[src/rtl/ft2232h_pkg.sv]
// Shared types and defaults for the FT2232H synchronous-245 transmit path.
package ft2232h_pkg;

  localparam int USB_BYTE_W            = 8;
  localparam int FIFO_AW_DEF           = 4;
  localparam int FLUSH_IDLE_CYCLES_DEF = 64;

  typedef enum logic [1:0] {
    IDLE  = 2'd0,
    WRITE = 2'd1,
    SIWU  = 2'd2
  } tx_state_e;

  // Bits needed to hold max_val (at least one).
  function automatic int cnt_w(input int max_val);
    int w;
    w = 1;
    for (int i = 1; i < 31; i++) begin
      if ((32'sd1 <<< i) <= max_val) begin
        w = i + 1;
      end else begin
        w = w;
      end
    end
    return w;
  endfunction

endpackage

[src/rtl/ft2232h_tx_if.sv]
// Byte push port plus FT2232H chip-side pins of the transmit controller.
interface ft2232h_tx_if
  import ft2232h_pkg::*;
#(
  parameter int FIFO_AW = FIFO_AW_DEF
);
  logic [USB_BYTE_W-1:0] tx_data_i;
  logic                  tx_valid_i;
  logic                  tx_ready_o;
  logic                  flush_i;
  logic                  txe_ni;
  logic [USB_BYTE_W-1:0] data_o;
  logic                  wr_no;
  logic                  siwu_no;
  logic [FIFO_AW:0]      fifo_level_o;
  logic [31:0]           tx_count_o;
  logic                  busy_o;

  modport slave (
    input  tx_data_i, tx_valid_i, flush_i, txe_ni,
    output tx_ready_o, data_o, wr_no, siwu_no, fifo_level_o, tx_count_o, busy_o
  );

  modport master (
    output tx_data_i, tx_valid_i, flush_i, txe_ni,
    input  tx_ready_o, data_o, wr_no, siwu_no, fifo_level_o, tx_count_o, busy_o
  );
endinterface

[src/rtl/ft2232h_tx_fifo.sv]
// Single-clock byte FIFO with registered level and a read-ahead head output.
module ft2232h_tx_fifo
  import ft2232h_pkg::*;
#(
  parameter int AW = FIFO_AW_DEF
) (
  input  logic                  clk_i,
  input  logic                  rstn_i,
  input  logic                  push_i,
  input  logic                  pop_i,
  input  logic [USB_BYTE_W-1:0] din_i,
  output logic [USB_BYTE_W-1:0] head_o,
  output logic [AW:0]           level_o,
  output logic                  full_o,
  output logic                  empty_o
);
  localparam int DEPTH = 1 << AW;

  logic [USB_BYTE_W-1:0] mem_q [DEPTH];
  logic [AW-1:0]         wptr_q, wptr_d, rptr_q, rptr_d;
  logic [AW:0]           level_q, level_d;
  logic                  push_s, pop_s;

  assign full_o  = (level_q == (AW+1)'(DEPTH));
  assign empty_o = (level_q == '0);
  assign push_s  = push_i && !full_o;
  assign pop_s   = pop_i && !empty_o;
  assign head_o  = mem_q[rptr_q];
  assign level_o = level_q;

  // Next pointer and occupancy values.
  always_comb begin
    wptr_d  = push_s ? wptr_q + AW'(1) : wptr_q;
    rptr_d  = pop_s ? rptr_q + AW'(1) : rptr_q;
    if (push_s && !pop_s) begin
      level_d = level_q + (AW+1)'(1);
    end else if (pop_s && !push_s) begin
      level_d = level_q - (AW+1)'(1);
    end else begin
      level_d = level_q;
    end
  end

  // Pointer, level and storage registers.
  always_ff @(posedge clk_i or negedge rstn_i) begin
    if (!rstn_i) begin
      wptr_q  <= '0;
      rptr_q  <= '0;
      level_q <= '0;
      for (int i = 0; i < DEPTH; i++) begin
        mem_q[i] <= '0;
      end
    end else begin
      wptr_q  <= wptr_d;
      rptr_q  <= rptr_d;
      level_q <= level_d;
      if (push_s) begin
        mem_q[wptr_q] <= din_i;
      end
    end
  end

endmodule

[src/rtl/ft2232h_tx.sv]
// FT2232H sync-245 transmit controller: FIFO-buffered byte stream to WR#/data,
// TXE# flow control and SIWU# send-immediate (explicit or after idle timeout).
module ft2232h_tx
  import ft2232h_pkg::*;
#(
  parameter int FIFO_AW           = FIFO_AW_DEF,
  parameter int FLUSH_IDLE_CYCLES = FLUSH_IDLE_CYCLES_DEF
) (
  input  logic         clk_i,
  input  logic         rstn_i,
  ft2232h_tx_if.slave  bus
);
  localparam int              IDLE_W   = cnt_w(FLUSH_IDLE_CYCLES);
  localparam logic [IDLE_W-1:0] IDLE_MAX = IDLE_W'(FLUSH_IDLE_CYCLES);
  localparam bit              AUTO_EN  = (FLUSH_IDLE_CYCLES != 0);

  tx_state_e             state_q, state_d;
  logic [USB_BYTE_W-1:0] data_q, data_d, head_s;
  logic                  wr_n_q, wr_n_d, siwu_n_q, siwu_n_d;
  logic [31:0]           tx_count_q, tx_count_d;
  logic                  flush_pending_q, flush_pending_d, dirty_q, dirty_d;
  logic [IDLE_W-1:0]     idle_cnt_q, idle_cnt_d;
  logic                  push_s, pop_s, xfer_s, auto_flush_s;
  logic                  fifo_full_s, fifo_empty_s;
  logic [FIFO_AW:0]      level_s;

  ft2232h_tx_fifo #(.AW(FIFO_AW)) u_fifo (
    .clk_i   (clk_i),
    .rstn_i  (rstn_i),
    .push_i  (push_s),
    .pop_i   (pop_s),
    .din_i   (bus.tx_data_i),
    .head_o  (head_s),
    .level_o (level_s),
    .full_o  (fifo_full_s),
    .empty_o (fifo_empty_s)
  );

  // WR# low marks the output register valid, so a transfer is WRITE with TXE# low.
  assign push_s = bus.tx_valid_i && !fifo_full_s;
  assign xfer_s = (state_q == WRITE) && !bus.txe_ni;

  // Next-state, output register and flush bookkeeping.
  always_comb begin
    state_d         = state_q;
    data_d          = data_q;
    wr_n_d          = wr_n_q;
    siwu_n_d        = 1'b1;
    pop_s           = 1'b0;
    tx_count_d      = tx_count_q + 32'(xfer_s);
    dirty_d         = dirty_q || xfer_s;

    if (push_s || xfer_s) begin
      idle_cnt_d = '0;
    end else if ((state_q == IDLE) && fifo_empty_s && (idle_cnt_q != IDLE_MAX)) begin
      idle_cnt_d = idle_cnt_q + IDLE_W'(1);
    end else begin
      idle_cnt_d = idle_cnt_q;
    end
    // Raised on the edge the counter lands on the limit so SIWU# follows one cycle later.
    auto_flush_s    = AUTO_EN && dirty_q && (idle_cnt_d == IDLE_MAX);
    flush_pending_d = flush_pending_q || bus.flush_i || auto_flush_s;

    case (state_q)
      IDLE: begin
        if (!fifo_empty_s && !bus.txe_ni) begin
          pop_s   = 1'b1;
          data_d  = head_s;
          wr_n_d  = 1'b0;
          state_d = WRITE;
        end else if (flush_pending_q && fifo_empty_s) begin
          siwu_n_d = 1'b0;
          state_d  = SIWU;
        end else begin
          state_d = IDLE;
        end
      end
      WRITE: begin
        if (xfer_s) begin
          if (!fifo_empty_s) begin
            pop_s  = 1'b1;
            data_d = head_s;
          end else begin
            wr_n_d  = 1'b1;
            state_d = IDLE;
          end
        end else begin
          state_d = WRITE;
        end
      end
      SIWU: begin
        state_d         = IDLE;
        flush_pending_d = bus.flush_i;
        dirty_d         = 1'b0;
      end
      default: begin
        state_d = IDLE;
        wr_n_d  = 1'b1;
      end
    endcase
  end

  // State and registered chip-side outputs.
  always_ff @(posedge clk_i or negedge rstn_i) begin
    if (!rstn_i) begin
      state_q         <= IDLE;
      data_q          <= '0;
      wr_n_q          <= 1'b1;
      siwu_n_q        <= 1'b1;
      tx_count_q      <= '0;
      flush_pending_q <= 1'b0;
      dirty_q         <= 1'b0;
      idle_cnt_q      <= '0;
    end else begin
      state_q         <= state_d;
      data_q          <= data_d;
      wr_n_q          <= wr_n_d;
      siwu_n_q        <= siwu_n_d;
      tx_count_q      <= tx_count_d;
      flush_pending_q <= flush_pending_d;
      dirty_q         <= dirty_d;
      idle_cnt_q      <= idle_cnt_d;
    end
  end

  assign bus.tx_ready_o   = !fifo_full_s;
  assign bus.data_o       = data_q;
  assign bus.wr_no        = wr_n_q;
  assign bus.siwu_no      = siwu_n_q;
  assign bus.fifo_level_o = level_s;
  assign bus.tx_count_o   = tx_count_q;
  assign bus.busy_o       = (state_q != IDLE) || !fifo_empty_s;

endmodule

[src/flat_wrapper.sv]
// flat-port wrapper written by rule: the top's interface ports become plain ports
module ft2232h_tx_flat import ft2232h_pkg::*;
#(
  parameter int FIFO_AW           = FIFO_AW_DEF,
  parameter int FLUSH_IDLE_CYCLES = FLUSH_IDLE_CYCLES_DEF
)
  (clk_i, rstn_i, bus_tx_data_i, bus_tx_valid_i, bus_flush_i, bus_txe_ni, bus_tx_ready_o, bus_data_o, bus_wr_no, bus_siwu_no, bus_fifo_level_o, bus_tx_count_o, bus_busy_o);
  ft2232h_tx_if #(.FIFO_AW(FIFO_AW)) bus_i ();
  input  logic clk_i;
  input  logic rstn_i;
  input wire logic [$bits(bus_i.tx_data_i)-1:0] bus_tx_data_i;
  input wire logic [$bits(bus_i.tx_valid_i)-1:0] bus_tx_valid_i;
  input wire logic [$bits(bus_i.flush_i)-1:0] bus_flush_i;
  input wire logic [$bits(bus_i.txe_ni)-1:0] bus_txe_ni;
  output wire logic [$bits(bus_i.tx_ready_o)-1:0] bus_tx_ready_o;
  output wire logic [$bits(bus_i.data_o)-1:0] bus_data_o;
  output wire logic [$bits(bus_i.wr_no)-1:0] bus_wr_no;
  output wire logic [$bits(bus_i.siwu_no)-1:0] bus_siwu_no;
  output wire logic [$bits(bus_i.fifo_level_o)-1:0] bus_fifo_level_o;
  output wire logic [$bits(bus_i.tx_count_o)-1:0] bus_tx_count_o;
  output wire logic [$bits(bus_i.busy_o)-1:0] bus_busy_o;
  assign bus_i.tx_data_i = bus_tx_data_i;
  assign bus_i.tx_valid_i = bus_tx_valid_i;
  assign bus_i.flush_i = bus_flush_i;
  assign bus_i.txe_ni = bus_txe_ni;
  assign bus_tx_ready_o = bus_i.tx_ready_o;
  assign bus_data_o = bus_i.data_o;
  assign bus_wr_no = bus_i.wr_no;
  assign bus_siwu_no = bus_i.siwu_no;
  assign bus_fifo_level_o = bus_i.fifo_level_o;
  assign bus_tx_count_o = bus_i.tx_count_o;
  assign bus_busy_o = bus_i.busy_o;
  ft2232h_tx #(.FIFO_AW(FIFO_AW), .FLUSH_IDLE_CYCLES(FLUSH_IDLE_CYCLES)) u_core (.clk_i(clk_i), .rstn_i(rstn_i), .bus(bus_i));
endmodule
[config.mk]
export PLATFORM = sky130hd
export DESIGN_NAME = ft2232h_tx_flat
export DESIGN_NICKNAME = d
export VERILOG_FILES = /design/src/rtl/ft2232h_pkg.sv /design/src/rtl/ft2232h_tx_if.sv /design/src/rtl/ft2232h_tx_fifo.sv /design/src/rtl/ft2232h_tx.sv /design/src/flat_wrapper.sv
export SDC_FILE = /design/constraint.sdc
export NUM_CORES = 1
export LEC_CHECK = 0
export ABC_CLOCK_PERIOD_IN_PS = 3590
export CAP_MARGIN = 10
export CORE_ASPECT_RATIO = 0.75
export CORE_UTILIZATION = 59
export CTS_CLUSTER_SIZE = 12
export DETAILED_ROUTE_END_ITERATION = 10
export PLACE_DENSITY = 0.8
export REMOVE_ABC_BUFFERS = 1
export SYNTH_ARGS = -nofsm -noshare
export SYNTH_HDL_FRONTEND = slang
export SYNTH_SLANG_ARGS = --single-unit
[constraint.sdc]
create_clock -name clk_i -period 3.59 [get_ports clk_i]
set_input_delay 0.8975 -clock clk_i [delete_from_list [all_inputs] [get_ports clk_i]]
set_output_delay 0.8975 -clock clk_i [all_outputs]
set_load 0.01 [all_outputs]
# Yosys cells after proc, flatten, opt, wreduce, memory -nomap -nowiden
# Cells that the tools add are included.
dict set report classes {
  mux 32
  order_cmp 3
  eq_ne 10
  n_bitwise 3
  n_reduce_logical 29
  addsub 6
}
# operator count
set op_table {}
lappend op_table {{$bwmux 128} 1}
lappend op_table {{$mux 8} 6}
lappend op_table {{$add 32x1->32} 1}
lappend op_table {{$bmux 8 s4} 1}
lappend op_table {{$demux 8 s4} 1}
lappend op_table {{$pmux 8 s2} 1}
lappend op_table {{$mux 7} 2}
lappend op_table {{$logic_and 1x1->1} 12}
lappend op_table {{$mux 1} 11}
lappend op_table {{$ge 5x5->1 const B} 2}
lappend op_table {{$mux 5} 2}
lappend op_table {{$not 4->5} 2}
lappend op_table {{$add 4x1->4 const B} 2}
lappend op_table {{$mux 2} 4}
lappend op_table {{$reduce_and 4->1} 2}
lappend op_table {{$add 7x1->7 const B} 1}
lappend op_table {{$eq 7x7->1 const B} 1}
lappend op_table {{$ne 7x7->1 const B} 1}
lappend op_table {{$reduce_bool 2->1} 3}
lappend op_table {{$add 5x1->5 const B} 1}
lappend op_table {{$eq 5x5->1 const B} 1}
lappend op_table {{$logic_not 1->1} 5}
lappend op_table {{$logic_not 5->1} 1}
lappend op_table {{$logic_or 1x1->1} 5}
lappend op_table {{other kinds (12)} 14}
dict set report word_totals {
  register_bits 194
  out_inout_bits 49
  inputBits 13
  word_cells 110
}

# Depth between registers and ports, before layout
# Gate-level depths: netlist of run 1.
dict set report depth {
  ltp_word 9
  ltp_mapped 13
}

# Modules after synthesis
# Synthesis of run 1 repeated with hierarchy kept, for this count alone.
dict set report hier_totals {
  hier_cells 682
  area_unflattened_um2 9210.1
}
# module seq_area_each_um2 cells_per_inst area_per_inst_um2 n_inst
set by_module_without_submodules {}
lappend by_module_without_submodules {ft2232h_tx_fifo 3528.4 460 6772.7 1}
lappend by_module_without_submodules {ft2232h_tx 1328.8 222 2437.3 1}

# Least setup slack after synthesis of run 1
# OpenSTA, ideal clock, no wires.
dict set report synth_path {
  path_type {register -> register}
  from {register u_core.u_fifo.level_q[0], in the netlist u_core.u_fifo.level_o[0]}
  to {register u_core.u_fifo.level_q[4], in the netlist u_core.u_fifo.level_o[4]}
  t_arrival_ps 2794
  path_slack_ps 667
  setup_ps 129
  synth_period_minus_slack_ps 2923
  t_required_ps 3461
  stages_incl_launch_ff 14
  path_cell_list {dfrtp_1 or4_1 nor2_1 nor3_1 inv_1 buf_6 ha_1 inv_1 fa_1 a21o_1 a21oi_1 xnor2_1 nor2_1 xor2_1}
}
dict set report synth_between {
  elab_chain_len 9
}
# item line_no
set synth_rtl {}
lappend synth_rtl {{from (decl)} ft2232h_tx_fifo.sv:21} ;# logic [AW:0] level_q, level_d;
lappend synth_rtl {{from (signal assigned)} ft2232h_tx_fifo.sv:56} ;# level_q <= level_d;
lappend synth_rtl {{$logic_not 5->1} ft2232h_tx_fifo.sv:25} ;# assign empty_o = (level_q == '0);
lappend synth_rtl {{$logic_not 1->1} {ft2232h_tx_fifo.sv:27, ft2232h_tx.sv:66}}
lappend synth_rtl {{$logic_and 1x1->1} ft2232h_tx.sv:66} ;# if (!fifo_empty_s && !bus.txe_ni) begin
lappend synth_rtl {{$mux 1} ft2232h_tx.sv:66}
lappend synth_rtl {{$pmux 1 s2} ft2232h_tx.sv:64} ;# case (state_q)
lappend synth_rtl {{$logic_and 1x1->1} ft2232h_tx_fifo.sv:27} ;# assign pop_s = pop_i && !empty_o;
lappend synth_rtl {{$logic_not 1->1} ft2232h_tx_fifo.sv:35} ;# if (push_s && !pop_s) begin
lappend synth_rtl {{$logic_and 1x1->1} ft2232h_tx_fifo.sv:35}
lappend synth_rtl {{$mux 5 or $reduce_bool 2->1 (tied branches)} -}
# Several ways; a longest one is shown, not always the timed one. The select of a mux whose other input is x is not followed.
# A chain may end at the register's enable or synchronous reset.

# Final worst setup path of run 1
dict set report layout_path {
  from {register u_core.u_fifo.level_q[0], in the netlist u_core.u_fifo.level_o[0]}
  to {output port bus_busy_o}
}
dict set report layout_between {
  elab_chain_len 3
}
# item line_no
set layout_rtl {}
lappend layout_rtl {{$logic_not 5->1} ft2232h_tx_fifo.sv:25}
lappend layout_rtl {{$logic_not 1->1} ft2232h_tx.sv:132} ;# assign bus.busy_o = (state_q != IDLE) || !fifo_empty_s;
lappend layout_rtl {{$logic_or 1x1->1} ft2232h_tx.sv:132}
lappend layout_rtl {{to (decl)} flat_wrapper.sv:21} ;# output wire logic [$bits(bus_i.busy_o)-1:0] bus_busy_o;
# No other way between the ends.

==> results.md, run 1 <==
* Clock transition at the registers of the reported paths at 0.06 ns
* Initial antenna violation count at 0
* FF-to-FF End: u_core.u_fifo.level_o[4]$_DFFE_PN0P_
* Vias in the first global route at 5493
* Gp weighted congestion at 0.857
* Clk pwr share at 0.207
* Levels on crit path at 4
* Critical Path RT at 2.69 ns
* Reg-to-reg startpoint: u_core.u_fifo.level_o[0]$_DFFE_PN0P_
* Final Routed Wirelength at 18600 µm
* Crit path largest cell delay at 0.49 ns
* Data arrival, critical path at 2.21 ns
* Ys flop type: dfrtp_1
* Postcts setup bufs at 0
* H-Tree Depth at 4
* I/O Buffers at 61
* Cts bufs inserted at 17
* R2R depth at 12
* Static leakage at 0.00458 µW
* CTS tree: yes
* Setup_tns at 0 ns
* Final Hold Fails at 0
* Pwr Density at 818 nW/µm²
* Starting Density at 0.613
* Crit path time final at 3.10 ns
* Vias at 5366
* Crit path buffers/inverters at 2
* Via-to-Cell Ratio at 6.07
* Die ar. at 15800 µm²
* Pre-Repair DR Iteration Count at 4
* Int Power at 5870 µW
* Clock Skews at 0.00585 ns
* Sw frac at 0.302
* First-pass GRT wire length at 30200 µm
* Max Fanout on Critical Path at 7
* CP delay by family, top: simple AND/OR/NAND/NOR gates
* CTS resizes at 0
* Peak supply drop at 0.000362 V
* Number of synthesized register bits at 194
* CP endpoint kind: output port
* Crit-path cells: nor4_4 -> and2_1 -> inv_2 -> clkdlybuf4s50_1
* Sw Pwr at 2550 µW
* Row count at 38
* Ant. Diodes at 0
* Most common cell after layout, fill and taps aside: dfrtp_1
* Kind of critical path: reg -> out
* Sequential cell area fraction in the yosys report at 0.540
* CTS Hold Buffers Added at 0
* Slowest cell on the critical path: dfrtp_1
* Core Footprint at 14700 µm²
* Total clock sinks at 194
* Synth Warn # at 0
* Period Utilization, post-route at 0.865
* Post-synth top area share at 0.534
* Hold EP: u_core.bus.tx_count_o[31]$_DFF_PN0_
* Max_slew headroom at 0.549
* Post-synth EDFFs at 0
* DIE HEIGHT at 109 µm
* Fin nets at 700
* Final ANT Viol Nets at 0
* RSZ-0062 raised after global routing: false
* DR WL/cell at 21.0 µm
* Root Buffer: clkbuf_16
* Post-Syn Instances at 617
* Min-delay src: u_core.bus.tx_count_o[31]$_DFF_PN0_
* Worst Setup Start Kind: flip-flop
* Cells taking the most area after synthesis: dfrtp_1 53%, mux2_2 17%, mux4_1 6.4%
* HPWL after detailed placement at 12700 µm
* Tot Pwr at 8420 µW
* Logic pwr share at 0.355
* Mapped Area at 9000 µm²
* Gr usage total at 0.261
* Reg2Reg Setup Slack at 0.56 ns
* Fmax at 322 MHz
* Slew at the pin closest to its max-slew limit at 0.674 ns
* Syn-to-layout area delta at 14.3%
* Area leader, netlist: dfrtp_1
* Worst Hold Path Cells at 1
* Max Transition Viols Final at 0
* Synth unique cells at 46
* Gr ovfl total at 0
* Die Wd at 145 µm
* Ys async rst share at 1.00
* Most frequent cells in the layout: 191 x dfrtp_1, 137 x mux2_2, 60 x clkdlybuf4s50_1, 31 x xnor2_1
* Number of remaining DRC errors at 0
* Outcome: finished clean
* Worst-Skew Late Latency at 0.42 ns
* Final setup viols at 0
* I/O Pins at 62
* Hold Path Class: reg -> reg
* Largest net degree at the start of global routing at 83
* DR iter-0 viols at 507
* Share of cells above drive strength 1 at 0.288
* Max cap viols at 0
* Hold WS at 0.468 ns
* Syn Area/Cell at 14.6 µm²
* Sequential fraction of design power at 0.439
* Clock tree buffer depth at 2
-- layer usage --
layer  up-vias  share of wire  GRT usage
li1       2393              -          -
met1      2850           0.48      0.388
met2       112           0.47      0.399
met3        11          0.034     0.0514
met4         0          0.010     0.0639
met5         -              0          0
-- through the flow --
stage	instance area (µm²)	worst slack [ns]	util	instances
finish	10300	0.486	0.700	884
global route	10300	0.365	0.700	884
CTS	10300	0.470	0.700	884
detailed placement	9760	0.366	0.664	854
global placement	9760	0.443	0.664	854
floorplan	8810	0.234	-	584
-- worst max-delay path by stage --
stage | from | endpoint | slack [ns]
detailed placement | bus_txe_ni | u_core.u_fifo.level_o[4]$_DFFE_PN0P_ | 0.37
finish | u_core.u_fifo.level_o[0]$_DFFE_PN0P_ | bus_busy_o | 0.49
CTS | u_core.u_fifo.level_o[0]$_DFFE_PN0P_ | bus_busy_o | 0.47
global route | u_core.u_fifo.level_o[0]$_DFFE_PN0P_ | bus_busy_o | 0.36
floorplan | bus_tx_valid_i | u_core.u_fifo.level_o[4]$_DFFE_PN0P_ | 0.23
global placement | bus_txe_ni | u_core.u_fifo.level_o[4]$_DFFE_PN0P_ | 0.44
-- cell type report --
type,instances,area [µm²]
repair buffers,70,694
well taps,200,250
inverters,12,45.0
clock inverters,7,60.1
flip-flops and latches,194,4860
multi-input cells,378,3910
clock buffers,23,468
fillers,961,4400
-- cell usage after synthesis (2+ instances only) --
| master | count |
|---|---|
| nor4_1 | 2 |
| nand2_1 | 25 |
| buf_4 | 3 |
| mux4_2 | 16 |
| mux4_4 | 2 |
| buf_2 | 6 |
| buf_1 | 2 |
| buf_6 | 4 |
| o21ai_0 | 4 |
| a21oi_1 | 6 |
| a21o_1 | 4 |
| dfstp_2 | 2 |
| mux4_1 | 22 |
| ha_1 | 13 |
| nor2_1 | 17 |
| and2_1 | 4 |
| a2111oi_0 | 2 |
| and3_1 | 10 |
| and4_1 | 6 |
| xor2_1 | 16 |
| nand4_1 | 13 |
| inv_1 | 11 |
| dfrtp_1 | 192 |
| nor3_1 | 6 |
| nand3_1 | 25 |
| mux2_2 | 137 |
| or3_1 | 2 |
| xnor2_1 | 31 |
| nor2b_1 | 2 |
| clkbuf_1 | 16 |
-- sequential cells by signal, indices dropped and copies added (netlist names), 2 cells and up --
register and cells:
u_core.state_q 2, u_core.u_fifo.wptr_q 4, u_core.bus.tx_count_o 32, u_core.bus.data_o 8
u_core.u_fifo.mem_q 128, u_core.u_fifo.level_o 5, u_core.idle_cnt_q 7, u_core.u_fifo.rptr_q 4
-- kinds of logic (layout without fill, tap and decap cells) --
family,Yosys count,in the layout,share of synthesized area
xor+xnor,47,47,0.0457
compound gates,22,22,0.0164
flops,194,194,0.540
fa+ha+maj,14,14,0.0203
simple gates,118,118,0.0709
mux,177,177,0.281
buf+inv,45,112,0.0259
-- power by group through the flow --
| stage | Clock, µW | Sequential (µW) | Combinational [µW] |
|---|---|---|---|
| after floorplan | 0 | 3640 | 1990 |
| after global placement | 0 | 3650 | 2830 |
| after detailed placement | 0 | 3730 | 2980 |
| after CTS | 1780 | 3690 | 3000 |
| after global routing | 1880 | 3810 | 3190 |
| final | 1740 | 3690 | 2980 |
No activity file was read; power rests on OpenSTA's default activity.
==> inputs of run 2 (changes only) <==
--- a/config.mk
+++ b/config.mk
@@ -5,13 +5,13 @@
 export SDC_FILE = /design/constraint.sdc
 export NUM_CORES = 1
 export LEC_CHECK = 0
-export ABC_CLOCK_PERIOD_IN_PS = 3590
-export CAP_MARGIN = 10
+export ABC_CLOCK_PERIOD_IN_PS = 2650
+export CAP_MARGIN = 20
 export CORE_ASPECT_RATIO = 0.75
-export CORE_UTILIZATION = 59
+export CORE_UTILIZATION = 53
 export CTS_CLUSTER_SIZE = 12
 export DETAILED_ROUTE_END_ITERATION = 10
-export PLACE_DENSITY = 0.8
+export PLACE_DENSITY = 0.76
 export REMOVE_ABC_BUFFERS = 1
 export SYNTH_ARGS = -nofsm -noshare
 export SYNTH_HDL_FRONTEND = slang
==> constraint.sdc (replaced) <==
create_clock -name clk_i -period 2.65 [get_ports clk_i]
set_input_delay 0.6625 -clock clk_i [delete_from_list [all_inputs] [get_ports clk_i]]
set_output_delay 0.6625 -clock clk_i [all_outputs]
set_load 0.01 [all_outputs]
==> run 2 against run 1 <==
Net effect: power is 43% higher; final area is 4.9% higher; largest cell class unchanged; the flow now finishes with violations (design-rule violations); sequential share of layout area is 2.2 points lower; die area is 11% higher; critical path depth is 8 higher.
==> results.md, run 2 (synthesis gave the netlist of run 1 again) <==
* Outcome: finished with violations (was finished clean)
* Failing checks: design-rule violations
* CTS Hold Buffers Added at 0 (unchanged)
* CP endpoint kind: flip-flop (was output port)
* Worst-Skew Late Latency at 0.43 ns (was 0.42 ns)
* Crit-path cells: or4_4 -> nor2_4 -> nor3_2 -> inv_1 -> ha_2 -> inv_2 -> fa_2 -> a21o_1 -> a21oi_2 -> xnor2_1 -> nor2_1 -> xor2_1 (was nor4_4 -> and2_1 -> inv_2 -> clkdlybuf4s50_1)
* Most common cell after layout, fill and taps aside: dfrtp_1 (unchanged)
* Sequential fraction of design power at 0.409 (was 0.439)
* Max Fanout on Critical Path at 4 (was 7)
* Die ar. at 17500 µm² (was 15800 µm²)
* DIE HEIGHT at 115 µm (was 109 µm)
* Peak supply drop at 0.000475 V (was 0.000362 V)
* Share of cells above drive strength 1 at 0.338 (was 0.288)
* Critical Path RT at 2.96 ns (was 2.69 ns)
* Period Utilization, post-route at 0.974
* Max_slew headroom at 0.575 (was 0.549)
* Ant. Diodes at 0 (unchanged)
* DR iter-0 viols at 351 (was 507)
* Die Wd at 152 µm (was 145 µm)
* Gr usage total at 0.233 (was 0.261)
* Max Transition Viols Final at 0 (unchanged)
* Vias in the first global route at 5655 (was 5493)
* HPWL after detailed placement at 12900 µm (was 12700 µm)
* I/O Buffers at 61 (unchanged)
* Sw Pwr at 3470 µW (was 2550 µW)
* Register Area at 4860 µm² (unchanged)
* Final non-filler cell total at 937 (was 884)
* Pre-Repair DR Iteration Count at 11 (was 4)
* Row count at 40 (was 38)
* Data arrival, critical path at 2.89 ns (was 2.21 ns)
* Crit path time final at 2.58 ns
* Final Routed Wirelength at 18900 µm (was 18600 µm)
* Most frequent cells in the layout: 191 x dfrtp_1, 137 x mux2_2, 58 x clkdlybuf4s50_1, 44 x buf_4, 31 x xnor2_1 (was 191 x dfrtp_1, 137 x mux2_2, 60 x clkdlybuf4s50_1, 31 x xnor2_1)
* Inst Count DP at 903 (was 854)
* RSZ-0062 raised after global routing: true (was false)
* Number of remaining DRC errors at 1 (was 0)
* Int Power at 8570 µW (was 5870 µW)
* Via-to-Cell Ratio at 5.80 (was 6.07)
* Logic pwr share at 0.362 (was 0.355)
* Clock Skews at 0.0125 ns (was 0.00585 ns)
* Initial antenna violation count at 0 (unchanged)
* Hold Path Class: in -> async (was reg -> reg)
* Final Hold Fails at 0 (unchanged)
* Sw frac at 0.288 (was 0.302)
* Kind of critical path: reg -> reg (was reg -> out)
* H-Tree Depth at 4 (unchanged)
* Crit path largest cell delay at 0.57 ns (was 0.49 ns)
* Slowest cell on the critical path: or4_4 (was dfrtp_1)
* First-pass GRT wire length at 30600 µm (was 30200 µm)
* Fin nets at 741 (was 700)
* Final setup viols at 0 (unchanged)
* Final ANT Viol Nets at 0 (unchanged)
* Max cap viols at 0 (unchanged)
* I/O Pins at 62 (unchanged)
* Setup ws final at 0.0702 ns (was 0.486 ns)
* Largest net degree at the start of global routing at 65 (was 83)
* Clock tree buffer depth at 2 (unchanged)
* Post-Place Worst Slack at -0.260 ns (was 0.366 ns)
* Total clock sinks at 194 (unchanged)
* Syn-to-layout area delta at 19.9% (was 14.3%)
* CTS tree: yes (unchanged)
* DR WL/cell at 20.2 µm (was 21.0 µm)
* Core Footprint at 16300 µm² (was 14700 µm²)
* Biggest register: u_core.u_fifo.mem_q (unchanged)
* Cts bufs inserted at 17 (unchanged)
* Starting Density at 0.552 (was 0.613)
* Clock transition at the registers of the reported paths at 0.07 ns (was 0.06 ns)
* Static leakage at 0.00483 µW (was 0.00458 µW)
* Max reg flops at 128 (unchanged)
* Multi-input logic area at 3940 µm² (was 3910 µm²)
* Gp weighted congestion at 0.833 (was 0.857)
* Fmax at 388 MHz
* Gr ovfl total at 0 (unchanged)
* Slew at the pin closest to its max-slew limit at 0.638 ns (was 0.674 ns)
* Vias at 5433 (was 5366)
* # fillers at 1142 (was 961)
* Clk pwr share at 0.229 (was 0.207)
* Worst Setup Start Kind: flip-flop (unchanged)
* Pwr Density at 1120 nW/µm² (was 818 nW/µm²)
* Root Buffer: clkbuf_16 (unchanged)
## run 2: changes by cell type in the layout (fill, tap and decap cells not counted), moves of 3 or more
| cell | change |
|---|---|
| bufinv_16 | +4 |
| clkbuf_1 | +3 |
| buf_12 | +4 |
| buf_4 | +36 |
| clkinv_2 | -4 |
## run 2: worst paths after layout
check / cells past startpoint / to / slack [ns] / startpoint
max: 12 / u_core.u_fifo.level_o[4]$_DFFE_PN0P_ / 0.07 / u_core.u_fifo.level_o[2]$_DFFE_PN0P_
min: 1 / u_core.bus.tx_count_o[30]$_DFF_PN0_ / 0.21 / rstn_i
max reg2reg: 12 / u_core.u_fifo.level_o[4]$_DFFE_PN0P_ / 0.07 / u_core.u_fifo.level_o[2]$_DFFE_PN0P_
min reg2reg: 1 / u_core.bus.tx_count_o[31]$_DFF_PN0_ / 0.48 / u_core.bus.tx_count_o[31]$_DFF_PN0_
max in group asynchronous: 2 / u_core.u_fifo.mem_q[81]$_DFFE_PN0P_ / 1.69 / rstn_i
min in group clk_i: 1 / u_core.bus.tx_count_o[31]$_DFF_PN0_ / 0.48 / u_core.bus.tx_count_o[31]$_DFF_PN0_
## run 2: per-stage QoR
step / TNS, ns / hold WS, ns / area [µm²] / util / power, µW
CTS: 0 / 0.220 / 10800 / 0.659 / 12100
floorplan: -1.61 / 0.367 / 8810 / - / 7630
global route: -0.0127 / 0.235 / 10800 / 0.661 / 12700
global placement: -1.07 / 0.457 / 10100 / 0.620 / 8970
detailed placement: -2.44 / 0.472 / 10100 / 0.620 / 9260
finish: 0 / 0.209 / 10800 / 0.661 / 12000
## run 2: layer usage
metal,routed length [µm],track usage,vias to the layer above
met1,8680,0.317,2833
met5,0,0,-
met4,171,0.0545,0
met3,955,0.0641,12
met2,9100,0.379,120
li1,-,-,2468
## run 2: power groups by stage
stage	Sequential, µW	Clock [µW]	Combinational [µW]
final	4930	2760	4360
after global routing	5080	2930	4700
after CTS	4920	2810	4360
after detailed placement	4950	0	4310
after global placement	4830	0	4140
after floorplan	4930	0	2700
## run 2: final cells by class
class | instances | area share
flip-flops and latches | 194 | 0.450
multi-input cells | 378 | 0.365
repair buffers | 111 | 0.0979
clock buffers | 25 | 0.0431
well taps | 210 | 0.0244
clock inverters | 7 | 0.0148
inverters | 12 | 0.00417
## run 2: critical path, delay by kind of cell (launching register included)
| kind | cells | cell delay, ns |
|---|---|---|
| XOR/XNOR | 2 | 0.27 |
| adder cells (fa/ha/maj) | 2 | 0.53 |
| AND/OR/NAND/NOR | 4 | 0.82 |
| buffers and inverters | 2 | 0.14 |
| AO/OA/AOI/OAI | 2 | 0.32 |
| flip-flops | 1 | 0.38 |
## run 2: repair_timing
| action | CTS | global route |
|---|---|---|
| hold endpoints to repair | 0 | 0 |
| pin swaps | 1 | 3 |
| setup endpoints to repair | 4 | 4 |
| gates resized for setup | 5 | 10 |
| setup buffers | 1 | 1 |
==> inputs of run 3 (changes only) <==
--- a/config.mk
+++ b/config.mk
@@ -11,6 +11,7 @@
 export CORE_UTILIZATION = 53
 export CTS_CLUSTER_SIZE = 12
 export DETAILED_ROUTE_END_ITERATION = 10
+export GPL_ROUTABILITY_DRIVEN = 1
 export PLACE_DENSITY = 0.76
 export REMOVE_ABC_BUFFERS = 1
 export SYNTH_ARGS = -nofsm -noshare
==> results of run 3 <==
The final DEF is identical to that of run 2; final timing and power are the same.
